==> src/rtl/board_io_ctl.sv <==
// board_io_ctl -- board-level housekeeping between FPGA pins and the mcu core.
//   * Reset sequencer: sys_rst_n releases once PLL lock and the board reset pin
//     have both been stable high for RST_HOLD clocks.
//   * Switch debouncers with single-cycle press pulses.
//   * LED drivers with per-LED mode/duty config: direct, PWM, blink, blink-PWM.
//     While sys_rst_n is low all LEDs are lit as a lamp test.
// Ports:
//   clk, rst           system clock, async active-high reset
//   pll_locked         PLL lock (async)
//   ext_rst_n          raw board reset pin (async, active-low)
//   sw_raw[NSW]        raw button pins (async)
//   sw_db[NSW]         debounced level, 1 = pressed
//   sw_press[NSW]      one-clock pulse when sw_db rises
//   led_src[NLED]      direct-mode LED sources
//   wr_en/wr_addr/wr_data  LED config write: wr_data = {mode[1:0], duty}
//   led_out[NLED]      registered LED drive
//   sys_rst_n          synchronous active-low reset to the mcu
module board_io_ctl #(
    parameter int NSW        = 4,
    parameter int NLED       = 8,
    parameter int SW_ACT_LOW = 1,
    parameter int DB_BITS    = 16,
    parameter int RST_HOLD   = 1024,
    parameter int PWM_BITS   = 8,
    parameter int BLINK_BITS = 24
) (
    input  logic                  clk,
    input  logic                  rst,
    input  logic                  pll_locked,
    input  logic                  ext_rst_n,
    input  logic [NSW-1:0]        sw_raw,
    output logic [NSW-1:0]        sw_db,
    output logic [NSW-1:0]        sw_press,
    input  logic [NLED-1:0]       led_src,
    input  logic                  wr_en,
    input  logic [3:0]            wr_addr,
    input  logic [PWM_BITS+1:0]   wr_data,
    output logic [NLED-1:0]       led_out,
    output logic                  sys_rst_n
);

    localparam int HW = (RST_HOLD > 2) ? $clog2(RST_HOLD) : 1;

    typedef enum logic {ST_HOLD, ST_RUN} rst_state_t;
    typedef enum logic [1:0] {M_DIRECT, M_PWM, M_BLINK, M_BLINK_PWM} led_mode_t;

    // ---------------- reset sequencer ----------------
    logic [1:0]    pll_sync, ext_sync;
    logic          ok;
    rst_state_t    state, state_nxt;
    logic [HW-1:0] hold_cnt, hold_cnt_nxt;

    always_ff @(posedge clk or posedge rst) begin
        if (rst) begin
            pll_sync <= '0;
            ext_sync <= '0;
            state    <= ST_HOLD;
            hold_cnt <= '0;
        end else begin
            pll_sync <= {pll_sync[0], pll_locked};
            ext_sync <= {ext_sync[0], ext_rst_n};
            state    <= state_nxt;
            hold_cnt <= hold_cnt_nxt;
        end
    end

    assign ok = pll_sync[1] & ext_sync[1];

    always_comb begin
        state_nxt    = state;
        hold_cnt_nxt = hold_cnt;
        case (state)
            ST_HOLD: begin
                if (!ok) begin
                    hold_cnt_nxt = '0;
                end else if (hold_cnt == HW'(RST_HOLD - 1)) begin
                    state_nxt    = ST_RUN;
                    hold_cnt_nxt = '0;
                end else begin
                    hold_cnt_nxt = hold_cnt + 1'b1;
                end
            end
            ST_RUN: begin
                if (!ok) begin
                    state_nxt    = ST_HOLD;
                    hold_cnt_nxt = '0;
                end
            end
            default: begin
                state_nxt    = ST_HOLD;
                hold_cnt_nxt = '0;
            end
        endcase
    end

    assign sys_rst_n = (state == ST_RUN);

    // ---------------- switch debouncers ----------------
    logic [NSW-1:0]     sw_s1, sw_s2, sw_sync;
    logic [DB_BITS-1:0] db_cnt [NSW];

    assign sw_sync = (SW_ACT_LOW != 0) ? ~sw_s2 : sw_s2;

    // The press pulse is registered alongside the sw_db update, so it is high
    // in exactly the first cycle sw_db reads 1.
    always_ff @(posedge clk or posedge rst) begin
        if (rst) begin
            sw_s1    <= '0;
            sw_s2    <= '0;
            sw_db    <= '0;
            sw_press <= '0;
            for (int unsigned i = 0; i < NSW; i++) db_cnt[i] <= '0;
        end else begin
            sw_s1    <= sw_raw;
            sw_s2    <= sw_s1;
            sw_press <= '0;
            for (int unsigned i = 0; i < NSW; i++) begin
                if (sw_sync[i] == sw_db[i]) begin
                    db_cnt[i] <= '0;
                end else if (&db_cnt[i]) begin
                    sw_db[i]    <= sw_sync[i];
                    sw_press[i] <= sw_sync[i];
                    db_cnt[i]   <= '0;
                end else begin
                    db_cnt[i] <= db_cnt[i] + 1'b1;
                end
            end
        end
    end

    // ---------------- LED config and drive ----------------
    led_mode_t           led_mode [NLED];
    logic [PWM_BITS-1:0] led_duty [NLED];
    logic [PWM_BITS-1:0] pwm_cnt;
    logic [BLINK_BITS-1:0] blink_cnt;
    logic [NLED-1:0]     led_nxt;

    // Address decode by comparison per LED, so addresses >= NLED match nothing.
    always_ff @(posedge clk or posedge rst) begin
        if (rst) begin
            for (int unsigned i = 0; i < NLED; i++) begin
                led_mode[i] <= M_DIRECT;
                led_duty[i] <= '0;
            end
        end else if (wr_en) begin
            for (int unsigned i = 0; i < NLED; i++) begin
                if (wr_addr == 4'(i)) begin
                    led_mode[i] <= led_mode_t'(wr_data[PWM_BITS+1:PWM_BITS]);
                    led_duty[i] <= wr_data[PWM_BITS-1:0];
                end
            end
        end
    end

    always_comb begin
        led_nxt = '0;
        for (int unsigned i = 0; i < NLED; i++) begin
            case (led_mode[i])
                M_DIRECT:    led_nxt[i] = led_src[i];
                M_PWM:       led_nxt[i] = (pwm_cnt < led_duty[i]);
                M_BLINK:     led_nxt[i] = blink_cnt[BLINK_BITS-1];
                M_BLINK_PWM: led_nxt[i] = blink_cnt[BLINK_BITS-1] & (pwm_cnt < led_duty[i]);
                default:     led_nxt[i] = 1'b0;
            endcase
        end
    end

    always_ff @(posedge clk or posedge rst) begin
        if (rst) begin
            pwm_cnt   <= '0;
            blink_cnt <= '0;
            led_out   <= '0;
        end else begin
            pwm_cnt   <= pwm_cnt + 1'b1;
            blink_cnt <= blink_cnt + 1'b1;
            led_out   <= sys_rst_n ? led_nxt : '1;
        end
    end

endmodule

==> config.mk <==
export PLATFORM = sky130hd
export DESIGN_NAME = board_io_ctl
export DESIGN_NICKNAME = d
export VERILOG_FILES = /design/src/rtl/board_io_ctl.sv
export SDC_FILE = /design/constraint.sdc
export NUM_CORES = 1
export LEC_CHECK = 0
export ABC_AREA = 0
export CELL_PAD_IN_SITES_DETAIL_PLACEMENT = 1
export CELL_PAD_IN_SITES_GLOBAL_PLACEMENT = 1
export CORE_MARGIN = 5
export CORE_UTILIZATION = 35
export CTS_BUF_LIST = sky130_fd_sc_hd__clkbuf_8
export CTS_CLUSTER_SIZE = 12
export DETAILED_ROUTE_END_ITERATION = 6
export PLACE_DENSITY_LB_ADDON = 0.1
export SKIP_CTS_REPAIR_TIMING = 1
export SLEW_MARGIN = 20
export SYNTH_ARGS = -nofsm -noshare
export SYNTH_HDL_FRONTEND = slang
export SYNTH_SLANG_ARGS = --single-unit
==> constraint.sdc <==
create_clock -name clk -period 7.02 [get_ports clk]
set_clock_uncertainty 0.2 [all_clocks]
set_input_delay 0.702 -clock clk [delete_from_list [all_inputs] [get_ports clk]]
set_output_delay 0.702 -clock clk [all_outputs]
set_load 0.05 [all_outputs]
==> metrics.md <==
| Metric | Value |
|---|---|
| Initial Util | 35.55% |
| Fmax achieved | 0.3024 GHz |
| Crit Path Category | reg -> out |
| Root Driver | clkbuf_8 |
| Syn Std Cell Area | 10260 sq um |
| RR Startpoint | db_cnt[0]$_DFF_PP0_ |
| Synth cell types | 39 |
| Mean Syn Cell Area | 10.67 sq um |
| Asr flop ratio synth | 100.0% |
| Reg-to-reg endpoint | db_cnt[2]$_DFF_PP0_ |
| HP Start | ext_sync[0]$_DFF_PP0_ |
| CTS Buf Count | 41 |
| Top FF cell, synth | dfrtp_1 |
| Post-route ant nets | 0 |
| Pin count of the biggest net entering global routing | 107 |
| Vias per cell | 4.954 |
| Port buffer count | 47 |
| FP Rows | 62 |
| Max-slew violation count | 0 |
| Slew @ Worst Pin | 0.9631 ns |
| Antenna violations before repair | 1 |
| Crit path max-delay family | buffers and inverters |
| Relative slew slack | 35.20% |
| Drt first pass iters | 4 |
| Buf+Inv Stages, Crit Path | 1 |
| Total Routing Usage GR | 14.90% |
| Clock sink total | 215 |
| Tmin final | 3.307 ns |
| HPWL Detailed | 15550 um |
| Post-synth EDFFs | 0 |
| Post-synthesis sequential element count | 215 |
| IO Pins | 48 |
| Crit path launch | sys_rst_n$_DFF_PP0_ |
| Full die area | 32840 sq um |
| Yosys Warn Count | 0 |
| Remaining DRCs | 0 |
| Gate Count Post-Synth | 962 |
| Final net count | 1132 |
| R2r setup slk | 4.40 ns |
| Reg2reg path depth | 5 |
| Final period utilization | 47.10% |
| Startpoint class of the critical path | flip-flop |
| Register area share after synthesis | 52.44% |
| End of the worst hold path | ext_sync[1]$_DFF_PP0_ |
| Slowest-stage cell, CP | clkdlybuf4s50_1 |
| Max clock buf depth | 3 |
| Die height | 181.2 um |
| Share of cells above drive strength 1 | 11.10% |
| CP Cell Sequence | clkdlybuf4s50_1 |
| CP max stage delay | 0.95 ns |
| Grt ovf | 0 |
| Hold Path Depth | 0 |
| Worst hold path type | reg -> reg |
| Routed via count | 7169 |
| WHS | 0.1426 ns |
| CTS tree | yes |
| Max Cap Viol | 0 |
| GP Congestion | 0.7208 |
| Worst setup EP type | primary output |
| CP Data Arrival Time | 2.40 ns |
| CP required | 6.12 ns |
| Final setup fails | 0 |
| First-pass GRT wire length | 40150 um |
| Status | finished, final reports clean |
| Inserted Diodes | 0 |
| Max VDD drop | 118.3 uV |
| Power density over cell area | 247.3 nW/um^2 |
| RSZ-0062 raised after global routing | no |
| Fillers | 3229 |
| CTS H-tree depth | 2 |
| Fin. Hold Viols | 0 |
| Syn Nets | 1056 |
| Total Neg Setup Slack | 0 ns |
| 1st-iter DRT viols | 194 |
| Core area | 28860 sq um |
| Leakage power | 5.380 nW |
| Die width | 181.2 um |
| Area growth syn-to-layout | 16.87% |
| Clk slew on worst S/H paths | 0.05 ns |
| Routed wire length | 24050 um |
| Routed len/inst | 16.62 um |
| Crit Path Max Fanout | 18 |
| Vias in the first global route | 7597 |
| Worst skew pair latency | 0.55 ns |
## layer usage
metal / track usage, % / vias up / routed length, um
li1: - / 3482 / -
met1: 20.23 / 3582 / 11510
met2: 24.39 / 70 / 11240
met3: 2.956 / 35 / 878
met4: 4.113 / 0 / 420
met5: 0 / - / 0
## cells in the final DEF, fill, tap and decap left out, types with 20 or more instances in the layout
master | synthesis | routed
clkbuf_8 | 0 | 54
clkdlybuf4s50_1 | 0 | 47
dfrtp_1 | 215 | 215
ha_1 | 63 | 63
inv_1 | 70 | 81
mux2_2 | 52 | 52
nand2_1 | 76 | 76
nand3_1 | 44 | 44
nand4_1 | 24 | 24
nor2_1 | 95 | 95
nor3_1 | 20 | 20
o21ai_0 | 57 | 57
xnor2_1 | 53 | 53
xor2_1 | 39 | 39
## worst reg2reg max path, stage by stage (launching register included)
cell and delay, ns:
dfrtp_1 0.47, ha_1 0.31, nand4_1 0.19, or3_1 0.41, o21bai_1 0.77, nor2_1 0.13
## through the flow
| stage | std cells | setup WS [ns] | cell area, sq um | utilization (%) | total power [W] |
|---|---|---|---|---|---|
| after global routing | 1447 | 3.592 | 11990 | 41.55 | 0.003162 |
| after CTS | 1447 | 3.680 | 11980 | 41.50 | 0.003036 |
| after floorplan | 962 | 0.2387 | 10260 | - | 0.001682 |
| after detailed placement | 1379 | 3.717 | 11170 | 38.72 | 0.001794 |
| final | 1447 | 3.713 | 11990 | 41.55 | 0.002965 |
| after global placement | 1379 | 3.735 | 11170 | 38.72 | 0.001778 |
## where the power goes
part | total [W] | internal (W) | switching [W] | leakage [nW]
clock | 0.00120 | 0.000679 | 0.000521 | 0.456
sequential | 0.00142 | 0.00136 | 0.0000609 | 2.75
combinational | 0.000346 | 0.000159 | 0.000187 | 2.18
total | 0.00297 | 0.00220 | 0.000769 | 5.38
## worst max-delay path by stage
stage | endpoint | slack, ns | cells after the start
finish | sys_rst_n | 3.71 | 1
global route | sys_rst_n | 3.59 | 1
CTS | sys_rst_n | 3.68 | 1
detailed placement | led_duty[32]$_DFFE_PP0P_ | 3.72 | 4
global placement | led_mode[8]$_DFFE_PP0P_ | 3.74 | 4
floorplan | blink_cnt[0]$_DFF_PP0_ | 0.24 | 1
## cells by family after synthesis
logic type,share of synthesized area [%]
flops,52.44
mux,5.805
buf+inv,3.280
compound gates,6.610
fa+ha+maj,7.683
simple gates,16.33
xor+xnor,7.854
## sequential cells by signal (all words and copies together) (netlist names)
signal / flops
db_cnt: 64
led_duty: 64
blink_cnt: 24
led_mode: 16
hold_cnt: 10
led_out: 8
pwm_cnt: 8
sw_db: 4
sw_press: 4
sw_s1: 4
sw_s2: 4
ext_sync: 2
pll_sync: 2
sys_rst_n: 1
## cell usage after synthesis, types with 3 or more instances
cell type,count,area [sq um]
or4_1,5,37.54
and3_1,10,62.56
and2_1,3,18.77
or3_1,5,31.28
mux2_2,52,585.6
nor4_1,18,112.6
nand4_1,24,150.1
nor3b_1,5,37.54
dfrtp_1,215,5380
inv_1,70,262.8
nand2_1,76,285.3
a21oi_1,18,90.09
xnor2_1,53,464.2
ha_1,63,788.3
buf_2,4,20.02
clkbuf_1,12,45.04
a211o_1,3,26.28
and4_1,11,96.34
o21ai_0,57,285.3
nand3_1,44,220.2
xor2_1,39,341.6
o21bai_1,3,22.52
nand3b_1,4,30.03
nor3_1,20,100.1
a21o_1,5,37.54
o211ai_1,4,30.03
a2111oi_0,5,43.79
nor2_1,95,356.6
nand2b_1,12,75.07
o31ai_1,16,120.1
## layout make-up
class,count,area [sq um],area share [%]
Sequential cell,215,5380,44.87
Multi-Input combinational cell,659,4558,38.02
Clock buffer,54,743.2,6.199
Timing Repair Buffer,51,500.5,4.174
Tap cell,384,480.5,4.007
Inverter,70,270.3,2.254
Clock inverter,14,57.56,0.4800
No activity file was read; power rests on OpenSTA's default activity.
